<file path="src/rtl/cbm2_segment_ctl.sv">
// cbm2_segment_ctl
// -----------------------------------------------------------------------------
// 6509-style segment logic for the CBM-II bus decoder. Holds the execution
// (exec, $0000) and indirection (ind, $0001) segment registers, visible at
// those addresses in every segment. An optional opcode tracker steers the
// data cycles of LDA (zp),Y and STA (zp),Y onto the indirection segment.
//
// Optional feature macro: CBM2_INDIRECT_EN
//   defined   -> opcode tracker present, (zp),Y data cycles use ind
//   undefined -> cpuSeg always follows exec; ind stays readable/writable
//
// Parameters:
//   RESET_SEG  value loaded into both segment registers on reset
//
// Ports:
//   clk_sys   in   system clock
//   reset_n   in   asynchronous active-low reset
//   cpuCycle  in   strobe: current CPU bus cycle completes at this edge
//   cpuSync   in   current cycle is an opcode fetch
//   cpuAddr   in   CPU address [15:0]
//   cpuDo     in   CPU write data [7:0]
//   cpuDi     in   CPU read data from the bus decoder [7:0]
//   cpuWe     in   CPU write
//   cpuSeg    out  segment for the current cycle, {4'h0, seg}
//   regSel    out  current cycle reads $0000/$0001
//   regDo     out  register readback, {4'h0, reg}
//   execSeg   out  execution register (savestate/debug)
//   indSeg    out  indirection register (savestate/debug)
// -----------------------------------------------------------------------------
module cbm2_segment_ctl #(
  parameter logic [3:0] RESET_SEG = 4'hF
) (
  input  logic        clk_sys,
  input  logic        reset_n,
  input  logic        cpuCycle,
  input  logic        cpuSync,
  input  logic [15:0] cpuAddr,
  input  logic [7:0]  cpuDo,
  input  logic [7:0]  cpuDi,
  input  logic        cpuWe,
  output logic [7:0]  cpuSeg,
  output logic        regSel,
  output logic [7:0]  regDo,
  output logic [3:0]  execSeg,
  output logic [3:0]  indSeg
);

  logic [3:0] exec_q;
  logic [3:0] ind_q;
  logic       reg_addr;
  logic       use_ind;

  // $0000/$0001 decode ignores the segment: the registers appear everywhere.
  assign reg_addr = (cpuAddr[15:1] == 15'h0000);

  // Segment registers. The write still reaches memory; only the low nibble
  // of the data is kept.
  always_ff @(posedge clk_sys or negedge reset_n) begin
    if (!reset_n) begin
      exec_q <= RESET_SEG;
      ind_q  <= RESET_SEG;
    end else if (cpuCycle && cpuWe && reg_addr) begin
      if (cpuAddr[0]) begin
        ind_q <= cpuDo[3:0];
      end else begin
        exec_q <= cpuDo[3:0];
      end
    end
  end

`ifdef CBM2_INDIRECT_EN
  typedef enum logic {
    FETCH,
    INDIRECT
  } state_t;

  logic [7:0] opc_q;
  logic [7:0] opc_d;
  logic [2:0] cnt_q;
  logic [2:0] cnt_d;
  state_t     state;

  // Tracker registers: opcode of the current instruction and the number of
  // bus cycles completed since its fetch.
  always_ff @(posedge clk_sys or negedge reset_n) begin
    if (!reset_n) begin
      opc_q <= 8'h00;
      cnt_q <= 3'd0;
    end else begin
      opc_q <= opc_d;
      cnt_q <= cnt_d;
    end
  end

  // Next tracker values and the decoded state. The state is a pure function
  // of the registered opcode/count, so it needs no register of its own.
  // With cnt counting from 1 after the fetch, cnt==4 is the first data cycle
  // of (zp),Y; the saturating count keeps INDIRECT up for the page-cross /
  // write cycle until the next sync.
  always_comb begin
    opc_d = opc_q;
    cnt_d = cnt_q;
    state = FETCH;
    if (cpuCycle) begin
      if (cpuSync) begin
        opc_d = cpuDi;
        cnt_d = 3'd1;
      end else if (cnt_q != 3'd7) begin
        cnt_d = cnt_q + 3'd1;
      end
    end
    if (((opc_q == 8'hB1) || (opc_q == 8'h91)) && (cnt_q >= 3'd4)) begin
      state = INDIRECT;
    end
  end

  // A sync cycle is the next opcode fetch and always runs from exec.
  assign use_ind = (state == INDIRECT) && !cpuSync;

  logic unused_bits;
  assign unused_bits = &{1'b0, cpuDo[7:4]};
`else
  assign use_ind = 1'b0;

  logic unused_bits;
  assign unused_bits = &{1'b0, cpuDo[7:4], cpuSync, cpuDi};
`endif

  assign cpuSeg  = {4'h0, use_ind ? ind_q : exec_q};
  assign regSel  = !cpuWe && reg_addr;
  assign regDo   = {4'h0, cpuAddr[0] ? ind_q : exec_q};
  assign execSeg = exec_q;
  assign indSeg  = ind_q;

endmodule

</file>
<file path="config.mk">
export PLATFORM = sky130hd
export DESIGN_NAME = cbm2_segment_ctl
export DESIGN_NICKNAME = d
export VERILOG_FILES = /design/src/rtl/cbm2_segment_ctl.sv
export SDC_FILE = /design/constraint.sdc
export NUM_CORES = 1
export LEC_CHECK = 0
export ABC_AREA = 1
export CAP_MARGIN = 20
export CELL_PAD_IN_SITES_DETAIL_PLACEMENT = 1
export CELL_PAD_IN_SITES_GLOBAL_PLACEMENT = 1
export CORE_ASPECT_RATIO = 0.7
export CORE_MARGIN = 10
export CORE_UTILIZATION = 17
export CTS_BUF_LIST = sky130_fd_sc_hd__clkbuf_16
export CTS_CLUSTER_DIAMETER = 50
export DETAILED_ROUTE_END_ITERATION = 6
export GPL_ROUTABILITY_DRIVEN = 0
export PLACE_DENSITY = 0.84
export SLEW_MARGIN = 20
export SYNTH_ARGS = -nofsm -noshare
export SYNTH_HDL_FRONTEND = slang
export SYNTH_SLANG_ARGS = --single-unit
</file>
<file path="constraint.sdc">
create_clock -name clk_sys -period 0.95 [get_ports clk_sys]
set_input_delay 0.19 -clock clk_sys [delete_from_list [all_inputs] [get_ports clk_sys]]
set_output_delay 0.19 -clock clk_sys [all_outputs]
set_load 0.02 [all_outputs]
</file>
==> metrics.md <==
| Metric | Value |
|---|---|
| Static Leak | 0.643 nW |
| Die W | 90.3 um |
| Period utilization | 1.31 |
| Placed cell areas | 0.00107 mm2 |
| Worst skew pair latency | 0.23 ns |
| Final setup TNS | -3.97 ns |
| CTS max path bufs | 2 |
| Ant diodes | 0 |
| Max Cap Violations | 0 |
| Outcome | finished with violations |
| Post-synth top area cell | dfstp_2 |
| Initial DRC Count | 25 |
| Yosys cell types | 14 |
| Vias in the first global route | 790 |
| Multi-input logic area | 395 um2 |
| Post-DRT Antenna Nets | 0 |
| DP HPWL | 2.13 mm |
| Post-Synthesis Cells | 80 |
| Routed length per instance | 15.2 um |
| Hold Crit Class | in2reg |
| Number of port buffers | 40 |
| DRC | 0 |
| Largest net degree at the start of global routing | 9 |
| Root buffer cell | clkbuf_16 |
| GRT Residual Overflow | 0 |
| XOR/XNOR Fraction of Synth Area | 0 |
| First-pass GRT wire length | 4.24 mm |
| FMAX | 801 MHz |
| Average size of a mapped cell | 7.35 um2 |
| TritonCTS clock tree | built |
| Simple-Gate Fraction of Synth Area | 0.451 |
| Required time of the critical path | 0.76 ns |
| Initial core utilization | 0.182 |
| Fillcell total | 383 |
| Post-route cell area | 0.00132 mm2 |
| Ports | 62 |
| Initial antenna violation count | 0 |
| Max VDD drop | 0.000472 V |
| Final Slew Violations | 0 |
| Crit path arrival time | 1.06 ns |
| Final worst path period need | 1.25 ns |
| Total die area | 0.00625 mm2 |
| Crit Path Class | reg2out |
| All-layer global routing usage | 0.0834 |
| Core Area | 0.00323 mm2 |
| RSZ-0062 raised after global routing | true |
| Row cnt | 17 |
| Die Height | 69.2 um |
| Vias | 708 |
| Via density | 3.93 |
| Total CTS buffers | 3 |
| Yosys top cell area share | 0.357 |
| Critical Path Start Type | flip-flop |
| H-tree depth | 1 |
| Seq/Total Area, Yosys | 0.357 |
| Nets | 172 |
| Syn-to-layout area delta | 124% |
| Yosys warns | 0 |
| Failing checks | negative setup slack |
| Top cells by area, synth | dfstp_2 (36%), nand2_1 (20%), buf_4 (17%), nand3_1 (6.8%), nor2_1 (4.5%) |
| Setup Skew | 0 ns |
| CTS Sinks | 8 |
| Total power draw | 1.28 mW |
| Clock transition at path regs | 0.04 ns |
| Crit path capture type | output pin |
| DRT Wirelength | 2.74 mm |
| FF+latch count, synth | 8 |
| Synth Area in Adders | 0 |
| Hold_buf cts | 0 |
| Post-synthesis mux area share | 0 |
| Largest family of logic cells by synthesized area | simple AND/OR/NAND/NOR gates |
| Final hold vios | 0 |
| Post-synthesis compound-gate area fraction | 0 |
| # setup viols final | 24 |
| Setup slack after layout | -0.298 ns |
| Netlist Area Pre-Place | 588 um2 |
| Pwr per Cell Area | 970 mW/mm2 |
| Max Fanout on Critical Path | 4 |
| Layout cells sized above 1 | 0.684 |
| Drt pass-1 iters | 4 |
| Register area | 210 um2 |
==> power by group <==
group	total, mW	internal [mW]	switching (mW)
clock network	0.709	0.543	0.166
logic	0.222	0.112	0.111
registers	0.344	0.344	0.0000784
==> critical path, cell delays in order (launching register included) <==
cell and delay (ns):
dfstp_2 0.56, nand2_2 0.07, nand2_2 0.08, buf_6 0.12
==> cells in the mapped netlist (all sizes together) <==
cell    n
nand2  34
buf    13
nor2   11
dfstp   8
nand3   8
inv     3
nand4   2
conb    1
==> flip-flops by register name (all words and copies together), names as in the netlist <==
register,cells
indSeg,4
execSeg,4
==> cell families after synthesis <==
family,count (synthesis)
other cells,1
flops,8
buf+inv,16
simple gates,55
==> cell type report <==
cell class,count,area share
Tap cell,47,0.0447
Multi-Input combinational cell,63,0.301
Timing Repair Buffer,56,0.427
Inverter,3,0.0105
Sequential cell,8,0.160
Clock buffer,3,0.0571
==> per-stage QoR <==
step           hold WS (ns)  instances  utilization  worst slack, ns
6_report              0.463        180        0.407           -0.298
5_1_grt               0.510        180        0.407           -0.328
4_1_cts               0.475        175        0.367           -0.286
3_5_place_dp          0.477        171        0.330           -0.930
3_3_place_gp          0.468        171        0.330           -0.891
2_1_floorplan        0.0422         87            -          -0.0112
==> path summary, 6_finish.rpt <==
path,startpoint,end,slack [ns],cells past startpoint
max reg2reg,indSeg[0],indSeg[0],0.16,3
min,cpuAddr[0],execSeg[3],0.46,4
min reg2reg,indSeg[3],indSeg[3],0.49,2
min in group asynchronous,reset_n,execSeg[3],0.52,1
max,execSeg[0],regDo[0],-0.30,3
max in group asynchronous,reset_n,indSeg[0],0.41,1
==> timing repair <==
action / CTS / global route
gates resized for setup: 168 / 27
pin swaps: 24 / 16
buffers inserted: 1 / 5
endpoints found under the setup margin: 25 / 25
cloned: 0 / 0
==> cells in the final DEF, fill, tap and decap left out <==
cell,netlist,final
dlygate4sd2_1,0,2
nor2_8,1,1
clkbuf_2,0,1
inv_4,0,1
clkdlybuf4s50_1,0,5
buf_4,13,9
nor2_4,2,8
nand2_4,1,1
nand2_2,1,14
inv_2,1,1
nand3_1,8,4
nand2_1,32,19
conb_1,1,8
nand3_2,0,4
buf_6,0,33
dfstp_2,8,8
nand4_1,2,2
inv_1,2,1
buf_12,0,1
clkdlybuf4s15_1,0,1
buf_2,0,4
clkbuf_16,0,3
nor2_2,1,2
==> per-layer routing <==
layer	wire length (um)	track usage
met3	127	0.0248
met5	0	0
met4	52	0.0418
met2	1600	0.160
met1	958	0.0787
Power figures use the tool's default switching activity.
